===== src/rtl/tlc_pkg.sv =====
// Shared types for the traffic-light phase scheduler: phase encoding,
// LED patterns, the service-ring index and the round-robin grant helper.
package tlc_pkg;

  typedef enum logic [2:0] {
    ST_NS_GREEN  = 3'd0,
    ST_NS_YELLOW = 3'd1,
    ST_EW_GREEN  = 3'd2,
    ST_EW_YELLOW = 3'd3,
    ST_PED_WALK  = 3'd4,
    ST_ALL_RED   = 3'd5,
    ST_EMERG     = 3'd6
  } phase_t;

  typedef enum logic [1:0] {
    RING_NS  = 2'd0,
    RING_EW  = 2'd1,
    RING_PED = 2'd2
  } ring_t;

  // One-hot {red, yellow, green}
  localparam logic [2:0] RED = 3'b100;
  localparam logic [2:0] YEL = 3'b010;
  localparam logic [2:0] GRN = 3'b001;

  localparam int TIMER_W = 8;

  // First pending phase in ring order NS->EW->PED after the last served one;
  // NS when nothing is pending.
  function automatic ring_t next_grant(input ring_t last, input logic ns_p,
                                       input logic ew_p, input logic ped_p);
    ring_t g;
    g = RING_NS;
    case (last)
      RING_NS: begin
        if (ew_p)       g = RING_EW;
        else if (ped_p) g = RING_PED;
        else            g = RING_NS;
      end
      RING_EW: begin
        if (ped_p)      g = RING_PED;
        else if (ns_p)  g = RING_NS;
        else if (ew_p)  g = RING_EW;
        else            g = RING_NS;
      end
      RING_PED: begin
        if (ns_p)       g = RING_NS;
        else if (ew_p)  g = RING_EW;
        else if (ped_p) g = RING_PED;
        else            g = RING_NS;
      end
      default: g = RING_NS;
    endcase
    return g;
  endfunction

endpackage


===== src/rtl/tlc_phase_timer.sv =====
// Cycles-in-phase counter: cleared by load on phase entry, otherwise counts
// up and saturates at all-ones.
module tlc_phase_timer #(
  parameter int W = 8
) (
  input  logic         clk,
  input  logic         reset,
  input  logic         load,
  output logic [W-1:0] count
);

  always_ff @(posedge clk or negedge reset) begin
    if (!reset)               count <= '0;
    else if (load)            count <= '0;
    else if (count != '1)     count <= count + 1'b1;
  end

endmodule


===== src/rtl/tlc_phase_scheduler.sv =====
// Four-way intersection phase scheduler with pedestrian walk, round-robin
// service of pending requests and emergency preemption. Moore outputs.
module tlc_phase_scheduler
  import tlc_pkg::*;
#(
  parameter int MIN_GREEN = 4,
  parameter int MAX_GREEN = 10,
  parameter int YELLOW    = 2,
  parameter int ALL_RED   = 1,
  parameter int WALK      = 4
) (
  input  logic       clk,
  input  logic       reset,
  input  logic       Pedestrian_req,
  input  logic       ns_car,
  input  logic       ew_car,
  input  logic       emerg,
  output logic [2:0] NS_LEDS,
  output logic [2:0] EW_LEDS,
  output logic       Pedestrian_allow,
  output logic [2:0] phase
);

  // Thresholds are "last cycle of the interval" values of the timer
  localparam logic [TIMER_W-1:0] MIN_T  = TIMER_W'(MIN_GREEN - 1);
  localparam logic [TIMER_W-1:0] MAX_T  = TIMER_W'(MAX_GREEN - 1);
  localparam logic [TIMER_W-1:0] YEL_T  = TIMER_W'(YELLOW - 1);
  localparam logic [TIMER_W-1:0] AR_T   = TIMER_W'(ALL_RED - 1);
  localparam logic [TIMER_W-1:0] WALK_T = TIMER_W'(WALK - 1);

  phase_t               state, state_nx;
  ring_t                last_served, grant;
  logic                 ns_pend, ew_pend, ped_pend, from_emerg;
  logic                 enter;
  logic [TIMER_W-1:0]   t;
  logic [2:0]           ns_leds_nx, ew_leds_nx;
  logic                 allow_nx;

  assign enter = (state_nx != state);
  assign phase = state;

  tlc_phase_timer #(.W(TIMER_W)) u_timer (
    .clk   (clk),
    .reset (reset),
    .load  (enter),
    .count (t)
  );

  always_comb begin
    state_nx = state;
    grant    = next_grant(last_served, ns_pend, ew_pend, ped_pend);
    case (state)
      ST_NS_GREEN: begin
        if (emerg)
          state_nx = ST_NS_YELLOW;
        else if ((ew_pend || ped_pend) && ((t >= MIN_T && !ns_car) || t >= MAX_T))
          state_nx = ST_NS_YELLOW;
      end
      ST_EW_GREEN: begin
        if (emerg || (t >= MIN_T && !ew_car) || t >= MAX_T)
          state_nx = ST_EW_YELLOW;
      end
      ST_NS_YELLOW, ST_EW_YELLOW: begin
        if (t == YEL_T) state_nx = ST_ALL_RED;
      end
      ST_PED_WALK: begin
        if (emerg || t == WALK_T) state_nx = ST_ALL_RED;
      end
      ST_ALL_RED: begin
        if (t == AR_T) begin
          if (emerg)           state_nx = ST_EMERG;
          else if (from_emerg) state_nx = ST_NS_GREEN;
          else begin
            case (grant)
              RING_EW:  state_nx = ST_EW_GREEN;
              RING_PED: state_nx = ST_PED_WALK;
              default:  state_nx = ST_NS_GREEN;
            endcase
          end
        end
      end
      ST_EMERG: begin
        if (!emerg) state_nx = ST_ALL_RED;
      end
      default: state_nx = ST_NS_GREEN;
    endcase
  end

  // Output decode from the next state so the registered outputs line up
  // with the state register.
  always_comb begin
    ns_leds_nx = RED;
    ew_leds_nx = RED;
    allow_nx   = 1'b0;
    case (state_nx)
      ST_NS_GREEN:  ns_leds_nx = GRN;
      ST_NS_YELLOW: ns_leds_nx = YEL;
      ST_EW_GREEN:  ew_leds_nx = GRN;
      ST_EW_YELLOW: ew_leds_nx = YEL;
      ST_PED_WALK:  allow_nx   = 1'b1;
      default: ;
    endcase
  end

  always_ff @(posedge clk or negedge reset) begin
    if (!reset) begin
      state            <= ST_NS_GREEN;
      last_served      <= RING_NS;
      ns_pend          <= 1'b0;
      ew_pend          <= 1'b0;
      ped_pend         <= 1'b0;
      from_emerg       <= 1'b0;
      NS_LEDS          <= GRN;
      EW_LEDS          <= RED;
      Pedestrian_allow <= 1'b0;
    end else begin
      state            <= state_nx;
      NS_LEDS          <= ns_leds_nx;
      EW_LEDS          <= ew_leds_nx;
      Pedestrian_allow <= allow_nx;
      // Entry clear beats a coincident request
      ns_pend  <= (ns_pend  | ns_car)         & ~(enter && state_nx == ST_NS_GREEN);
      ew_pend  <= (ew_pend  | ew_car)         & ~(enter && state_nx == ST_EW_GREEN);
      ped_pend <= (ped_pend | Pedestrian_req) & ~(enter && state_nx == ST_PED_WALK);
      if (enter) begin
        case (state_nx)
          ST_NS_GREEN: last_served <= RING_NS;
          ST_EW_GREEN: last_served <= RING_EW;
          ST_PED_WALK: last_served <= RING_PED;
          default: ;
        endcase
      end
      // Remember that the current clearance follows an emergency hold
      if (state == ST_EMERG)                   from_emerg <= 1'b1;
      else if (state == ST_ALL_RED && enter)   from_emerg <= 1'b0;
    end
  end

endmodule


===== config.mk =====
export PLATFORM = sky130hd
export DESIGN_NAME = tlc_phase_scheduler
export DESIGN_NICKNAME = d
export VERILOG_FILES = /design/src/rtl/tlc_pkg.sv /design/src/rtl/tlc_phase_timer.sv /design/src/rtl/tlc_phase_scheduler.sv
export SDC_FILE = /design/constraint.sdc
export NUM_CORES = 1
export LEC_CHECK = 0
export BUFFER_PORTS_ARGS = -buffer_cell sky130_fd_sc_hd__buf_2
export CAP_MARGIN = 20
export CORE_MARGIN = 8
export CORE_UTILIZATION = 64
export CTS_BUF_LIST = sky130_fd_sc_hd__clkbuf_4 sky130_fd_sc_hd__clkbuf_8
export DETAILED_ROUTE_END_ITERATION = 12
export GPL_TIMING_DRIVEN = 0
export HOLD_SLACK_MARGIN = 0.02
export PLACE_DENSITY_LB_ADDON = 0.12
export SYNTH_ARGS = -nofsm -noshare
export SYNTH_HDL_FRONTEND = slang
export SYNTH_HIERARCHICAL = 1
export SYNTH_SLANG_ARGS = --single-unit

===== constraint.sdc =====
create_clock -name clk -period 4.2 [get_ports clk]
set_input_delay 0 -clock clk [delete_from_list [all_inputs] [get_ports clk]]
set_output_delay 0 -clock clk [all_outputs]
set_load 0.02 [all_outputs]

==> run_results.csv <==
group,metric,value,unit
setup_path,max_stage_delay,0.49,ns
setup_path,path_cells,"or2_0 > buf_2 > or3_1 > a221o_1 > and3_1 > buf_6 > o21ai_0 > buf_1 > o21bai_1 > a31oi_1",
floorplanning,die_x,61.9,um
sta,rsz0062_at_grt,"no",
clock_network,cts_max_level,1,
yosys,ys_top_cells_by_area,"dfrtp_1 41%, dfstp_2 3.9%, nor3_1 3.7%",
sta,skew,0.0114,ns
hold_path,min_path_type,"in2async",
power_and_ir_drop,power,1.13,mW
yosys,synth_seq_cells,24,
yosys,synth_top_cell_by_area,"dfrtp_1",
setup_path,cp.arrival,2.90,ns
clock_network,post-cts-setup-buffer-count,0,
detailed_routing,drc,0,
sta,drv_slew,0,
yosys,yosysSeqAreaShare,44.8,%
flow_run,max-cap-violations,0,
yosys,yosys_warnings,6,
setup_path,r2r_start,"phase[1]",
yosys,ys_async_sr_fraction,100,%
setup_path,critical_path_class,"reg2reg",
clock_network,cts.sinks,24,
clock_network,cts.repair.resized,0,
setup_path,cp_max_fo,8,
clock_network,cts_made_buffers,3,
yosys,synth_edf_count,0,
detailed_routing,detail-route-antenna-nets,0,
grt,grt_pass1_wl,5590,um
power_and_ir_drop,vdd_ir_drop_max,0.556,mV
clock_network,clk_latency,0.32,ns
floorplanning,ioPinCount,16,
detailed_routing,postRouteWirelength,3310,um
grt,antenna_found_initial,0,
setup_path,crit_required,4.38,ns
clock_network,cts_tree,"done",
sta,finalSetupViolations,0,
clock_network,clockRootBuffer,"clkbuf_4",
power_and_ir_drop,p_sw,0.504,mW
floorplanning,dieArea,3830,um^2
power_and_ir_drop,power_density,732,nW/um^2
sta,relSlewSlack,65.3,%
floorplanning,start_util,68.0,%
grt,grt_usage,19.5,%
setup_path,reg2reg_to,"u_timer/count[2]",
power_and_ir_drop,p_comb_share,51.4,%
detailed_routing,wl_per_cell,17.6,um
placement,pre_cts_slack,1.64,ns
placement,dpl.hpwl,2110,um
detailed_routing,dr.pass1.iters,4,
yosys,netlist.area_leader.share,40.9,%
detailed_routing,num_vias,1264,
sta,min_period_over_period,64.9,%
grt,grt_pass1_vias,1186,
floorplanning,std_cell_rows,16,
setup_path,cp_slowest_cell,"dfrtp_1",
setup_path,cp-end-kind,"flip-flop",
sta,tns,0,ns
clock_network,clk_pin_slew,0.13,ns
yosys,avgSynthCellArea,9.69,um^2
finish,num-nets-final,169,
yosys,ys_types,51,
sta,fmax,367,MHz
finish,diodes,0,
setup_path,start_kind,"flip-flop",
setup_path,reg2regPathDepth,10,
sta,worstMarginPinSlew,0.521,ns
yosys,synth_nets,146,
setup_path,rrSetupSlack,1.47,ns
floorplanning,core,1980,um^2
grt,grt.overflow.total,0,
power_and_ir_drop,p_seq_share,34.0,%
clock_network,clk_path_buf_depth,2,
sta,fin_crit,2.73,ns
placement,place_congestion,0.882,
detailed_routing,drt_iter0_drc,119,
finish,drive_above_1_share,23.0,%
finish,areaGrowthSynthToFinish,14.6,%
yosys,syn_area,1350,um^2
finish,n_fill_cell,134,
outcome,status,"completed",
clock_network,cts_hold_buf,4,
power_and_ir_drop,p_int,0.626,mW
detailed_routing,vias_per_cell,6.72,
power_and_ir_drop,clock_power_share,14.6,%
placement,port_buffers,14,
finish,seq_area,603,um^2
yosys,synthFlopType,"dfrtp_1",
finish,multi_input_area,662,um^2
grt,grt_max_degree,25,
power_and_ir_drop,swShare,44.6,%
floorplanning,die_h,61.9,um
sta,hold_violations,0,
sta,setup_ws,1.47,ns
yosys,netlist_instances,139,
power_and_ir_drop,power.leakage,0.687,nW
cells in the mapped netlist (3+ instances only):
cell / number
a211oi_1: 4
a21oi_1: 7
a31oi_1: 6
a41oi_1: 3
and3_1: 3
and4_2: 3
buf_2: 3
clkbuf_1: 3
dfrtp_1: 22
inv_1: 9
nand2_1: 8
nor2_1: 7
nor3_1: 10
nor3b_1: 4
o21ai_0: 5
layer usage:
metal	part of all wire, %	track usage, %	up-vias
met4	1.4	5.52	0
li1	-	-	576
met5	0	0	-
met1	43	26.0	625
met2	47	30.9	57
met3	7.9	4.32	6
layout make-up:
cell class                      instances  area share (%)
Multi-Input combinational cell         96            42.9
Buffer                                  8            2.67
Sequential cell                        24            39.1
Clock buffer                            3            1.46
Timing Repair Buffer                   18            7.13
Inverter                               11            2.67
Clock inverter                          1            1.94
Tap cell                               27            2.19
state kept, by name (all words and copies together) (netlist names):
name and cells:
ns_pend 1, NS_LEDS 3, ped_pend 1, from_emerg 1, u_timer/count 8, Pedestrian_allow 1, ew_pend 1, phase 3
last_served 2, EW_LEDS 3
how the worst max path moves through the flow:
stage | start | end
6_report | phase[1] | u_timer/count[2]
5_1_grt | phase[1] | u_timer/count[2]
4_1_cts | phase[1] | u_timer/count[2]
3_5_place_dp | phase[1] | u_timer/count[2]
3_3_place_gp | phase[1] | u_timer/count[2]
2_1_floorplan | phase[1] | u_timer/count[2]
critical path: cells and delay by family (launching register included):
kind,cells,cell delay (ns)
and+or+nand+nor,3,0.78
buffers and inverters,3,0.65
DFF,1,0.49
AOI/OAI and AO/OA,4,0.67
per-stage QoR:
step                std cells  hold slack (ns)  util (%)  cell area [um^2]
floorplan                 139           -0.296         -              1350
global route              188            0.226      77.9              1540
detailed placement        180         -0.00102      73.2              1450
finish                    188            0.184      77.9              1540
CTS                       188            0.176      77.9              1540
global placement          180         -0.00718      73.2              1450
logic make-up (layout without fill, tap and decap cells):
kind of cell	after synthesis	count (layout)	share of synthesized area, %
xor gates and xnor gates	1	1	0.650
AOI/OAI and AO/OA	41	41	21.7
DFF	24	24	44.8
buffers and inverters	19	41	6.13
adders and majority gates	1	1	0.928
and+or+nand+nor	53	53	25.8
placed cells by master, fill, tap and decap left out, types with 2 or more instances in the layout:
master / netlist / layout
a211oi_1: 4 / 4
a21oi_1: 7 / 7
a31oi_1: 6 / 6
a32oi_1: 2 / 2
a41oi_1: 3 / 3
and3_1: 3 / 3
and4_2: 3 / 3
buf_2: 3 / 17
clkbuf_1: 3 / 3
clkbuf_4: 0 / 3
dfrtp_1: 22 / 22
dfstp_2: 2 / 2
dlygate4sd3_1: 0 / 4
inv_1: 9 / 9
inv_2: 2 / 2
nand2_1: 8 / 8
nor2_1: 7 / 7
nor3_1: 10 / 10
nor3b_1: 4 / 4
o2111ai_1: 2 / 2
o211ai_1: 2 / 2
o21ai_0: 5 / 5
or3_1: 2 / 2
power groups by stage:
stage / Combinational (mW) / Clock [mW] / Sequential [mW]
after floorplan: 0.380 / 0 / 0.416
after CTS: 0.573 / 0.166 / 0.381
final: 0.581 / 0.165 / 0.384
after detailed placement: 0.556 / 0 / 0.384
after global routing: 0.646 / 0.176 / 0.393
after global placement: 0.545 / 0 / 0.378
No activity file was read; power rests on OpenSTA's default activity.
